**src/rtl/dsrlzr_sipo_sync.sv**
```systemverilog
// Serial-in/parallel-out deserializer with sync-word alignment.
// Hunts for SYNC_WORD in an LSB-first bit stream, then emits aligned words
// and polices the periodic sync slot, dropping lock after repeated misses.
module dsrlzr_sipo_sync #(
    parameter int unsigned            DATA_WIDTH  = 8,
    parameter logic [DATA_WIDTH-1:0]  SYNC_WORD   = 8'hA5,
    parameter int unsigned            SYNC_PERIOD = 16,
    parameter int unsigned            MISS_LIMIT  = 2
) (
    input  logic                  clk,
    input  logic                  rst,
    input  logic                  iSRL_IN,
    input  logic                  iBIT_EN,
    output logic [DATA_WIDTH-1:0] oDATA_OUT,
    output logic                  oDATA_VALID,
    output logic                  oLOCK,
    output logic                  oSYNC_ERR,
    output logic [7:0]            oERR_CNT
);

    localparam int unsigned BCW = $clog2(DATA_WIDTH);
    localparam int unsigned WCW = $clog2(SYNC_PERIOD + 1);
    localparam int unsigned MCW = $clog2(MISS_LIMIT + 1);

    localparam logic [BCW-1:0] LastBit    = BCW'(DATA_WIDTH - 1);
    localparam logic [WCW-1:0] SyncSlot   = WCW'(SYNC_PERIOD);
    // A mismatch while miss_cnt sits here is the one that breaks lock.
    localparam logic [MCW-1:0] MissFinal  = MCW'(MISS_LIMIT - 1);

    typedef enum logic [0:0] {StHunt, StLocked} state_e;

    state_e                state_q, state_d;
    logic [DATA_WIDTH-1:0] sr_q, sr_d;
    logic [BCW-1:0]        bit_cnt_q, bit_cnt_d;
    logic [WCW-1:0]        word_cnt_q, word_cnt_d;
    logic [MCW-1:0]        miss_cnt_q, miss_cnt_d;
    logic [DATA_WIDTH-1:0] data_q, data_d;
    logic                  valid_q, valid_d;
    logic                  sync_err_q, sync_err_d;
    logic [7:0]            err_cnt_q, err_cnt_d;
    logic [DATA_WIDTH-1:0] nxt;

    // Next-state: shift on strobe, hunt for alignment or frame locked words.
    always_comb begin
        nxt        = {iSRL_IN, sr_q[DATA_WIDTH-1:1]};
        state_d    = state_q;
        sr_d       = sr_q;
        bit_cnt_d  = bit_cnt_q;
        word_cnt_d = word_cnt_q;
        miss_cnt_d = miss_cnt_q;
        data_d     = data_q;
        err_cnt_d  = err_cnt_q;
        valid_d    = 1'b0;
        sync_err_d = 1'b0;

        if (iBIT_EN) begin
            sr_d = nxt;
            unique case (state_q)
                StHunt: begin
                    if (nxt == SYNC_WORD) begin
                        state_d    = StLocked;
                        bit_cnt_d  = '0;
                        word_cnt_d = '0;
                        miss_cnt_d = '0;
                    end
                end
                StLocked: begin
                    if (bit_cnt_q == LastBit) begin
                        bit_cnt_d = '0;
                        if (word_cnt_q < SyncSlot) begin
                            data_d     = nxt;
                            valid_d    = 1'b1;
                            word_cnt_d = word_cnt_q + WCW'(1);
                        end else begin
                            word_cnt_d = '0;
                            if (nxt == SYNC_WORD) begin
                                miss_cnt_d = '0;
                            end else begin
                                sync_err_d = 1'b1;
                                if (err_cnt_q != 8'hFF) begin
                                    err_cnt_d = err_cnt_q + 8'd1;
                                end
                                if (miss_cnt_q == MissFinal) begin
                                    // SR is kept so hunting resumes on the next strobe.
                                    state_d    = StHunt;
                                    miss_cnt_d = '0;
                                end else begin
                                    miss_cnt_d = miss_cnt_q + MCW'(1);
                                end
                            end
                        end
                    end else begin
                        bit_cnt_d = bit_cnt_q + BCW'(1);
                    end
                end
                default: state_d = StHunt;
            endcase
        end
    end

    // State register with synchronous reset; reset discards any partial word.
    always_ff @(posedge clk) begin
        if (rst) begin
            state_q    <= StHunt;
            sr_q       <= '0;
            bit_cnt_q  <= '0;
            word_cnt_q <= '0;
            miss_cnt_q <= '0;
            data_q     <= '0;
            valid_q    <= 1'b0;
            sync_err_q <= 1'b0;
            err_cnt_q  <= '0;
        end else begin
            state_q    <= state_d;
            sr_q       <= sr_d;
            bit_cnt_q  <= bit_cnt_d;
            word_cnt_q <= word_cnt_d;
            miss_cnt_q <= miss_cnt_d;
            data_q     <= data_d;
            valid_q    <= valid_d;
            sync_err_q <= sync_err_d;
            err_cnt_q  <= err_cnt_d;
        end
    end

    assign oDATA_OUT   = data_q;
    assign oDATA_VALID = valid_q;
    assign oLOCK       = (state_q == StLocked);
    assign oSYNC_ERR   = sync_err_q;
    assign oERR_CNT    = err_cnt_q;

endmodule

```
**config.mk**
```make
export PLATFORM = sky130hd
export DESIGN_NAME = dsrlzr_sipo_sync
export DESIGN_NICKNAME = d
export VERILOG_FILES = /design/src/rtl/dsrlzr_sipo_sync.sv
export SDC_FILE = /design/constraint.sdc
export NUM_CORES = 1
export LEC_CHECK = 0
export ABC_AREA = 1
export BUFFER_PORTS_ARGS = -buffer_cell sky130_fd_sc_hd__buf_2
export CORE_ASPECT_RATIO = 1.75
export CORE_MARGIN = 8
export CORE_UTILIZATION = 40
export DETAILED_ROUTE_END_ITERATION = 10
export PLACE_DENSITY = 0.61
export SLEW_MARGIN = 10
export SYNTH_ARGS = -nofsm -noshare
export SYNTH_HDL_FRONTEND = slang
export SYNTH_SLANG_ARGS = --single-unit
```
**constraint.sdc**
```tcl
create_clock -name clk -period 1.5 [get_ports clk]
set_input_delay 0.3 -clock clk [delete_from_list [all_inputs] [get_ports clk]]
set_output_delay 0.3 -clock clk [all_outputs]
set_load 0.05 [all_outputs]
```
* Word-level counts from Yosys, hierarchy flattened
Index checks and enable logic that the tools add are counted.
Storage, ports and cells: logic and storage cells 54, register bits 37, bits of input ports 4
Cells by class: order comparisons 1, reduce and logical (&&, ||, !) cells 7, equal/unequal tests 7, add/sub/neg operators 4, bitwise operators 5, mux-type cells 21
Operators by type and width (count):
- two-way mux 5 bit | 3
- two-way mux 2 bit | 5
- case mux 5 bit (2 select lines) | 1
- adder 8 x 1 -> 8 bit (second input constant) | 1
- == test 8 bit (second input constant) | 1
- != test 8 bit (second input constant) | 1
- AND reduction 4 bit | 2
- two-way mux 1 bit | 7
- two-way mux 3 bit | 2
- case mux 3 bit (2 select lines) | 1
- AND reduction 6 bit | 1
- adder 5 x 1 -> 5 bit (second input constant) | 1
- less-than comparator 5 bit (second input constant) | 1
- NOT 1 bit | 5
- OR reduction 5 bit | 1
- != test 2 bit (second input constant) | 2
- case mux 2 bit (2 select lines) | 1
- OR reduction 4 bit | 1
- adder 3 x 1 -> 3 bit (second input constant) | 1
- == test 3 bit (second input constant) | 1
- AND reduction 3 bit | 1
- adder 2 x 1 -> 2 bit (second input constant) | 1
- == test 2 x 1 -> 1 bit (second input constant) | 1
- != test 2 x 1 -> 1 bit (second input constant) | 1
- 2 further kinds | 2

* Longest topological paths before layout
Gate-level depths: netlist of the first run.
depth in word-level cells 6, gate-level depth with buffers 9

* Worst setup path after synthesis of the first run
OpenSTA, ideal clock, no wires.
path kind register -> register, start point register err_cnt_q[0], in the netlist oERR_CNT[0], end point register err_cnt_q[5], in the netlist oERR_CNT[5], setup time 70 ps, slack -223 ps, stages on the path, launching flop included 8, clock period less this slack 1723 ps, arrival 1652 ps, cells stage by stage dfxtp_1 > ha_1 > nand2_1 > nor2_1 > nand2_1 > nand4_1 > nand2_1 > a21oi_1
On the way: word-level cells in the longest chain between the ends 2
RTL lines:
- start: declaration | line 40 | logic [7:0] err_cnt_q, err_cnt_d;
- start signal: assignment | line 122 | err_cnt_q <= err_cnt_d;
- branches (longest 2 deep; another with adder 8 x 1 -> 8 bit)
Several ways; the timed one is not identified. A chain may end at the register's enable or synchronous reset.

* Worst setup path after layout of the first run
start point register err_cnt_q[5], in the netlist oERR_CNT[5], end point output port oERR_CNT[5]
RTL lines:
- end: declaration | line 18 | output logic [7:0] oERR_CNT
No word-level cell between the ends.

==> metrics.txt, run 1 <==
gr ovfl total 0; Setup WS pre-CTS about 0.035 ns; wire length per cell approximately 12 µm; H-tree levels 2; setup TNS 0 ns; Buf+Inv Stages, Crit Path 2; Largest stage delay, worst path 0.39 ns; slowest CP cell dfxtp_1; CTS Buffer Depth 2; Hold Crit Class in -> reg; max_cap viols 0; Layout Nets 255; layout cells sized above 1 25.10%; Critical Path AT 1.08 ns; Yosys top cell by area dfxtp_1; status completed; clk_lat worst skew 0.28 ns; most frequent cell after synthesis nand2_1; Synthesized Nets about 220; Root Driver clkbuf_8; hold_buf cts 0; Commonest cells post-synth nand2_1, dfxtp_1, a21oi_1; critical path peak fanout 4; width of the chip 63.36 µm; min Tclk post-route 1.382 ns; post-synth top area share 45.90%; crit share post-route approximately 92%; Reg clk slew, reported paths around 0.07 ns; final instance area 1954 µm²; CTS Buf Count 5; PortBufs 22; ys async rst share 0%; Clock Skews 0.003691 ns; starting density of the core between 40% and 50%; final-report hold violation count 0; Top Family by Delay on Critical Path buffers and inverters; IO Pins 23; detailed-route via count 1432; core area 3829 µm²; GRT Total Usage 11.87%; critical path endpoint category output port; ANT nets after route 0; Pre-antenna DRT Iters 4; pin count of the biggest net entering global routing 17; first-pass GRT wire length 6065 µm; final setup vio count 0; Post-synth EDFFs 0; Fin Hold WS 0.3284 ns; Rows 30; vias in the first global route 1382; clock sink total 36; synth warn 0; dpl hpwl 2687 µm; CTS tree done; initial antenna violation count 0; worst-margin pin slew 0.3419 ns; Post-DP Area 1794 µm²; Yosys reg bits 36; startpoint types flip-flop; Crit path required time ~1.2 ns; CP Class reg -> out; RSZ-0062 raised after global routing false; Pleak 0.8028 nW; Peak VDD IR 0.5196 mV; synth top area cells dfxtp_1, nand2_1, a21oi_1; total die area 6265 µm²; ANT cells 0; Total Wirelength 3545 µm; Layout area overhead 24.46%; worst-path cell chain buf_4 > buf_2; Placer Congestion 0.8329; Distinct cells, synth 20; Slew HR a little under 80%; DRT iter0 DRCs 42; max-slew violations 0; maximum clock rate a little over 0.7 GHz; syn_area_per_cell approximately 7.4 µm²; Synth Cell Area 1570 µm²; sequential-to-total area share from yosys stat 45.90%; DRC Markers 0; Final WS setup between 0.1 and 0.15 ns; Synth Flop Type dfxtp_1; Die Ht a little under 100 µm; synthesized instance count 213; number of vias per cell 4.854; PwrDens 904.6 nW/µm²
-- worst paths after layout --
kind | slack, ns | cells past startpoint | startpoint | end
worst max-delay path | 0.12 | 2 | oERR_CNT[5] | oERR_CNT[5]
worst min-delay path | 0.33 | 3 | iBIT_EN | bit_cnt_q[2]
worst max register to register | 0.13 | 9 | bit_cnt_q[0] | oERR_CNT[4]
worst min register to register | 0.46 | 2 | miss_cnt_q[1] | miss_cnt_q[1]
-- per-layer routing --
layer / vias up / track usage [%] / routed length (µm)
met5: - / 0 / 0
met4: 0 / 6.563 / 108
met3: 10 / 4.205 / 183
met2: 22 / 20.80 / 1837
met1: 638 / 11.74 / 1415
li1: 762 / - / -
-- layout make-up --
class,instances,area (µm²)
flip-flops and latches,36,732.0
well taps,48,60.06
clock buffers,7,96.34
inverters,21,78.83
fillers,406,1874
multi-input cells,151,794.5
repair buffers,32,192.7
-- what timing repair did --
action | 4_1_cts | 5_1_grt
endpoints found under the hold margin | 0 | 0
setup buffers | 0 | 1
resized for setup | 0 | 15
setup endpoints to repair | 0 | 18
-- sequential cells by signal (all words and copies together) (netlist names) --
| name | cells |
|---|---|
| oERR_CNT | 8 |
| oLOCK | 1 |
| sr_q | 7 |
| word_cnt_q | 5 |
| oDATA_OUT | 8 |
| oDATA_VALID | 1 |
| miss_cnt_q | 2 |
| oSYNC_ERR | 1 |
| bit_cnt_q | 3 |
-- per-stage QoR --
| stage | utilization, % | total power, mW | cells |
|---|---|---|---|
| after floorplan | - | 1.032 | 213 |
| after global placement | 46.86 | 1.060 | 287 |
| after detailed placement | 46.86 | 1.060 | 287 |
| after CTS | 49.38 | 1.796 | 294 |
| after global routing | 51.05 | 1.839 | 295 |
| final | 51.05 | 1.768 | 295 |
-- tightest hold or removal path: cells and delay by family --
kind            cells  cell delay [ns]
buf+inv             1             0.13
simple gates        1             0.07
compound gates      1             0.06
-- layout by cell type, fill, tap and decap left out, drive strengths merged --
cell type  synthesis  layout
nand2             47      47
dfxtp             36      36
buf                1      32
a21oi             30      30
nor2              23      23
inv               21      21
o21ai             17      17
nand3             17      17
clkbuf             4       7
xor2               5       5
nand4              4       4
ha                 4       4
nor3               2       2
or2                1       1
nand3b             1       1
-- logic make-up (layout without fill, tap and decap cells) --
kind of cell | count (synthesis) | count (layout) | synth area share (%)
adder cells (fa/ha/maj) | 4 | 4 | 3.187
AND/OR/NAND/NOR | 95 | 95 | 26.69
buffers and inverters | 26 | 60 | 6.454
XOR/XNOR | 5 | 5 | 2.789
flip-flops | 36 | 36 | 45.90
AO/OA/AOI/OAI | 47 | 47 | 14.98
-- power by group --
part,switching (mW),internal [mW],total [mW]
Clock,0.321,0.409,0.730
Sequential,0.00660,0.966,0.973
Combinational,0.0436,0.0216,0.0653
Note: power is estimated with default switching activity, not from simulation.
==> inputs of run 2 (changes only) <==
- CORE_UTILIZATION: 40 -> 30
- PLACE_DENSITY: 0.61 -> 0.48
==> run 2 against run 1 <==
- clock-buffer cell count down 1
- combinational power grew 6.3%
- routed wire length is 8.0% higher
- largest power group unchanged
- sequential power about the same
- critical path depth increased by 5
- sequential cell count is the same
- largest cell class unchanged
- highest routed layer unchanged
- maximum frequency decreased by 1.9%
==> metrics.txt, run 2 (synthesized netlist as in run 1, its figures left out) <==
crit share post-route 93.88% (+1.8 points); area of the multi-input gates 794.5 µm² (unchanged); most frequent cells in the layout nand2_1, dfxtp_1, a21oi_1; worst r2r src bit_cnt_q[0]; Root Driver clkbuf_8; Crit path depth 7 (+5); ANT nets after route 0 (unchanged); detailed-route via count 1465 (+2.3%); Rows 35 (+17%); Top Family by Delay on Critical Path flip-flops; gr ovfl total 0 (unchanged); Pleak 0.8208 nW (+2.2%); IO Pins 23 (unchanged); initial antenna violation count 0 (unchanged); DRT iter0 DRCs 73 (+74%); final-report hold violation count 0 (unchanged); Crit path required time 1.68 ns (+0.48 ns); layout cells sized above 1 26.00% (+0.90 points); first-pass GRT wire length 6610 µm (+9.0%); critical path endpoint category flip-flop; Largest stage delay, worst path 0.37 ns (-0.02 ns); CP Class reg -> reg; max_cap viols 0 (unchanged); clock sink total 36 (unchanged); Pre-antenna DRT Iters 4 (unchanged); Placer Congestion 0.8226 (-1.2%); commonest non-fill, non-tap cell in the layout nand2_1; Critical Path AT 1.58 ns (+0.50 ns); slowest CP cell dfxtp_4; Reg clk slew, reported paths 0.07 ns (about the same); GRT Total Usage 10.34% (-1.5 points); maximum clock rate 0.7102 GHz (-1.9%); Hold Path Stages 3 (unchanged); dpl hpwl 2842 µm (+5.8%); DRC Markers 0 (unchanged); total die area 7896 µm² (+26%); Clock Skews 0.002112 ns (-0.001579 ns); core area 5167 µm² (+35%); CTS Buffer Depth 2 (unchanged); Slew HR 78.61% (+1.4 points); pin count of the biggest net entering global routing 17 (unchanged); hold path startpoint iBIT_EN; startpoint types flip-flop; PwrDens 911.8 nW/µm² (+0.80%); Hold Crit Class in -> reg; Final WS setup 0.09185 ns (-0.02639 ns); starting density of the core 30.39% (-11 points); width of the chip 70.69 µm (+12%); Total Wirelength 3827 µm (+8.0%); worst-path cell chain ha_4 > ha_4 > inv_2 > o21ai_0 > nand2_1 > nand2_1 > a21oi_1; critical path peak fanout 4 (unchanged); Util after Layout 38.81% (-12 points); R2R depth 7 (-2); final setup vio count 0 (unchanged); Die Ht 111.7 µm (+13%); vias in the first global route 1432 (+3.6%); min Tclk post-route 1.408 ns (+0.02639 ns); Peak VDD IR 0.3305 mV (-36%); Setup WS pre-CTS 0.02954 ns (-0.005811 ns); hold_buf cts 0 (unchanged); Layout area overhead 27.73%; CP startpoint bit_cnt_q[0]; storage element area 734.5 µm² (+0.34%); CTS tree done; PortBufs 22 (unchanged); wire length per cell 12.55 µm (+4.4%); CTS Buf Count 5 (unchanged); status completed; Fin Hold WS 0.3086 ns (-0.01979 ns); number of vias per cell 4.803 (-1.0%); Fill cells 544 (+34%); max-slew violations 0 (unchanged); RSZ-0062 raised after global routing true; worst-margin pin slew 0.3174 ns (-0.02442 ns); ANT cells 0 (unchanged); Buf+Inv Stages, Crit Path 1 (-1); H-tree levels 2 (unchanged); Layout Nets 257 (+0.78%); clk_lat worst skew 0.29 ns (about the same)
## run 2: cell count changes in the layout (fill, tap and decap cells not counted), sizes merged
cell	previous run	this run
buf	32	34
clkbuf	7	6
clkinv	0	1
clkinvlp	0	1
## run 2: path summary, 6_finish.rpt
path                                      end  slack, ns
worst max-delay path            miss_cnt_q[1]       0.09
worst min register to register  miss_cnt_q[1]       0.46
worst max register to register  miss_cnt_q[1]       0.09
worst min-delay path             bit_cnt_q[2]       0.31
## run 2: where the power goes
group / switching [mW] / total, mW / internal (mW)
Combinational: 0.0453 / 0.0694 / 0.0241
Sequential: 0.00650 / 0.970 / 0.964
Clock: 0.365 / 0.789 / 0.425
## run 2: timing repair
action | in CTS | in global routing
setup endpoints to repair | 0 | 22
resized for setup | 0 | 18
buffers inserted | 0 | 1
## run 2: routing by layer
metal	share of wire, %	wire, µm	up-vias	global-route usage [%]
li1	-	-	769	-
met2	54	2056	24	18.05
met3	4.5	174	8	3.060
met5	0	0	-	0
met4	2.9	112	0	5.874
met1	39	1484	664	10.54
## run 2: worst reg2reg max path: stages, from the launching register on
cell and delay [ns]:
dfxtp_4 0.37, ha_4 0.14, ha_4 0.12, inv_2 0.05, o21ai_0 0.28, nand2_1 0.09
nand2_1 0.17, a21oi_1 0.09
## run 2: cell type report
| cell class | count | share of cell area (%) |
|---|---|---|
| clock buffer | 6 | 4.679 |
| clock inverter | 2 | 0.6238 |
| inverter | 21 | 4.055 |
| multi-input combinational | 151 | 39.61 |
| sequential | 36 | 36.62 |
| tap | 55 | 3.431 |
| timing repair buffer | 34 | 10.98 |
## run 2: stage by stage
stage / setup TNS (ns) / area (µm²) / instances / power (mW)
2_1_floorplan: 0 / 1579 / 213 / 1.032
3_3_place_gp: 0 / 1831 / 296 / 1.065
3_5_place_dp: 0 / 1831 / 296 / 1.064
4_1_cts: 0 / 1937 / 304 / 1.858
5_1_grt: -0.05091 / 2006 / 305 / 1.903
6_report: 0 / 2006 / 305 / 1.829
==> inputs of run 3 (changes only) <==
- CORE_MARGIN: 8 -> 1.5
- CTS_CLUSTER_SIZE: unset -> 10
==> run 3 against run 2 <==
- the run now ends with DRC left
- via count is 3.0% higher
- utilization is 2.0 points higher
- non-clock buffer count is 7 higher
- critical endpoint is now oERR_CNT[4]
==> metrics.txt, run 3 (synthesized netlist as in run 1, its figures left out) <==
GRT Total Usage 14.03% (+3.7 points); detailed-route via count 1509 (+3.0%); met1 Usage GRT 16.04% (+5.5 points); Peak VDD IR 0.4890 mV (+48%); H-tree levels 2 (unchanged); core area 5020 µm² (-2.9%); GRT met3 Usage 3.150% (+0.089 points); Hold Crit Class in -> reg; sequential power share 51.1% (-1.9 points); combinational share of power 3.8% (about the same); max-slew violations 0 (unchanged); violated checks DRC; Pleak 0.8579 nW (+4.5%); hold path startpoint iBIT_EN; Pre-antenna DRT Iters 7 (+3); worst r2r src bit_cnt_q[0]; starting density of the core 31.28% (+0.89 points); pin count of the biggest net entering global routing 17 (unchanged); Sw Ratio 21.81% (-0.97 points); Cell Int Power 1.486 mW (+5.2%); Die Ht 98.71 µm (-12%); vias in the first global route 1398 (-2.4%); Reg clk slew, reported paths 0.08 ns (about the same); final setup vio count 0 (unchanged); worst-margin pin slew 0.2809 ns (-0.03653 ns); width of the chip 57.69 µm (-18%); layout cells sized above 1 27.63% (+1.6 points); GRT met2 Usage 23.51% (+5.5 points); PortBufs 22 (unchanged); Crit path required time 1.72 ns (+0.04 ns); Fin Hold WS 0.3209 ns (+0.01231 ns); gr ovfl total 0 (unchanged); dpl hpwl 2730 µm (-4.0%); Clock Skews 0.01038 ns (+0.008268 ns); critical path peak fanout 3 (-1); total die area 5694 µm² (-28%); Clk network pwr share 45.0% (+1.8 points); startpoint types flip-flop; Layout area overhead 30.60%; Rows 34 (-2.9%); Util after Layout 40.85% (+2.0 points); Placer Congestion 0.7990 (-2.9%); number of vias per cell 4.852 (+1.0%); IO Pins 23 (unchanged); DRC Markers 8 (+8); Critical Path AT 1.61 ns (+0.03 ns); commonest non-fill, non-tap cell in the layout nand2_1; Root Driver clkbuf_8; maximum clock rate 0.7190 GHz (+1.2%); Hold Path Stages 3 (unchanged); Top Usage Layer GRT met2; most frequent cells in the layout nand2_1, dfxtp_1, a21oi_1; initial antenna violation count 0 (unchanged); min Tclk post-route 1.391 ns (-0.01738 ns); ANT cells 0 (unchanged); max_cap viols 0 (unchanged); Layout Nets 264 (+2.7%); clock sink total 36 (unchanged); R2R depth 9 (+2); Slew HR 81.25% (+2.6 points); crit share post-route 92.72% (-1.2 points); DRT iter0 DRCs 55 (-25%); wire length per cell 11.98 µm (-4.5%); flop2flop setup slack 0.11 ns (+0.02 ns); FF-to-FF End oERR_CNT[4]; CTS Buffer Depth 2 (unchanged); setup TNS 0 ns (unchanged); CP Class reg -> reg; status finished, violations left; Psw 0.4146 mW (-0.45%); PwrDens 927.0 nW/µm² (+1.7%); CTS tree done; ANT nets after route 0 (unchanged); clk_lat worst skew 0.29 ns (about the same); first-pass GRT wire length 6237 µm (-5.6%); Hold Path End bit_cnt_q[2]; RSZ-0062 raised after global routing false; Total Wirelength 3725 µm (-2.7%); Tot Pwr 1.901 mW (+4.0%); final-report hold violation count 0 (unchanged); critical path endpoint category flip-flop; CTS Buf Count 5 (unchanged)
[run 3: layout make-up]
| cell class | count | area [µm²] |
|---|---|---|
| well taps | 54 | 67.56 |
| multi-input cells | 151 | 803.3 |
| repair buffers | 41 | 256.5 |
| fillers | 562 | 2969 |
| clock inverters | 3 | 41.29 |
| clock buffers | 5 | 68.82 |
| flip-flops and latches | 36 | 732.0 |
| inverters | 21 | 81.33 |
[run 3: stage by stage]
stage | cell area, µm² | instances | worst slack [ns]
2_1_floorplan | 1579 | 213 | 0.0003667
3_3_place_gp | 1862 | 301 | 0.04992
3_5_place_dp | 1862 | 301 | 0.02679
4_1_cts | 1972 | 309 | 0.009328
5_1_grt | 2051 | 311 | 0.01011
6_report | 2051 | 311 | 0.1092
[run 3: critical path, stage by stage (launching register included)]
cell,delay [ns]
dfxtp_2,0.36
ha_4,0.14
ha_4,0.12
inv_2,0.05
nor2_4,0.12
nand3_4,0.10
nor2_4,0.13
buf_4,0.13
nand2_1,0.04
a21oi_1,0.12
[run 3: power by group through the flow]
stage | combinational, mW | clock [mW] | sequential, mW
final | 0.0727 | 0.856 | 0.972
after global routing | 0.0850 | 0.918 | 0.974
after CTS | 0.0739 | 0.891 | 0.972
after detailed placement | 0.0736 | 0 | 0.995
after global placement | 0.0738 | 0 | 0.994
after floorplan | 0.0396 | 0 | 0.992
[run 3: repair_timing]
item                                    4_1_cts  5_1_grt
resized for setup                             0       16
endpoints found under the setup margin        0       24
hold buffers                                  0        0
buffers inserted                              0        2
[run 3: how the worst max path moves through the flow]
stage                 start       endpoint  cells after the start
3_3_place_gp   bit_cnt_q[0]    oERR_CNT[3]                      9
2_1_floorplan   oERR_CNT[1]    oERR_CNT[5]                      7
6_report       bit_cnt_q[0]    oERR_CNT[4]                      9
4_1_cts        bit_cnt_q[0]    oERR_CNT[2]                      9
3_5_place_dp   bit_cnt_q[0]    oERR_CNT[2]                      9
5_1_grt             sr_q[6]  miss_cnt_q[0]                      7
[run 3: routing by layer]
| layer | share of wire [%] | wire (µm) |
|---|---|---|
| met1 | 41 | 1542 |
| met2 | 53 | 1965 |
| met3 | 3.0 | 111 |
| met4 | 2.8 | 106 |
| met5 | 0 | 0 |
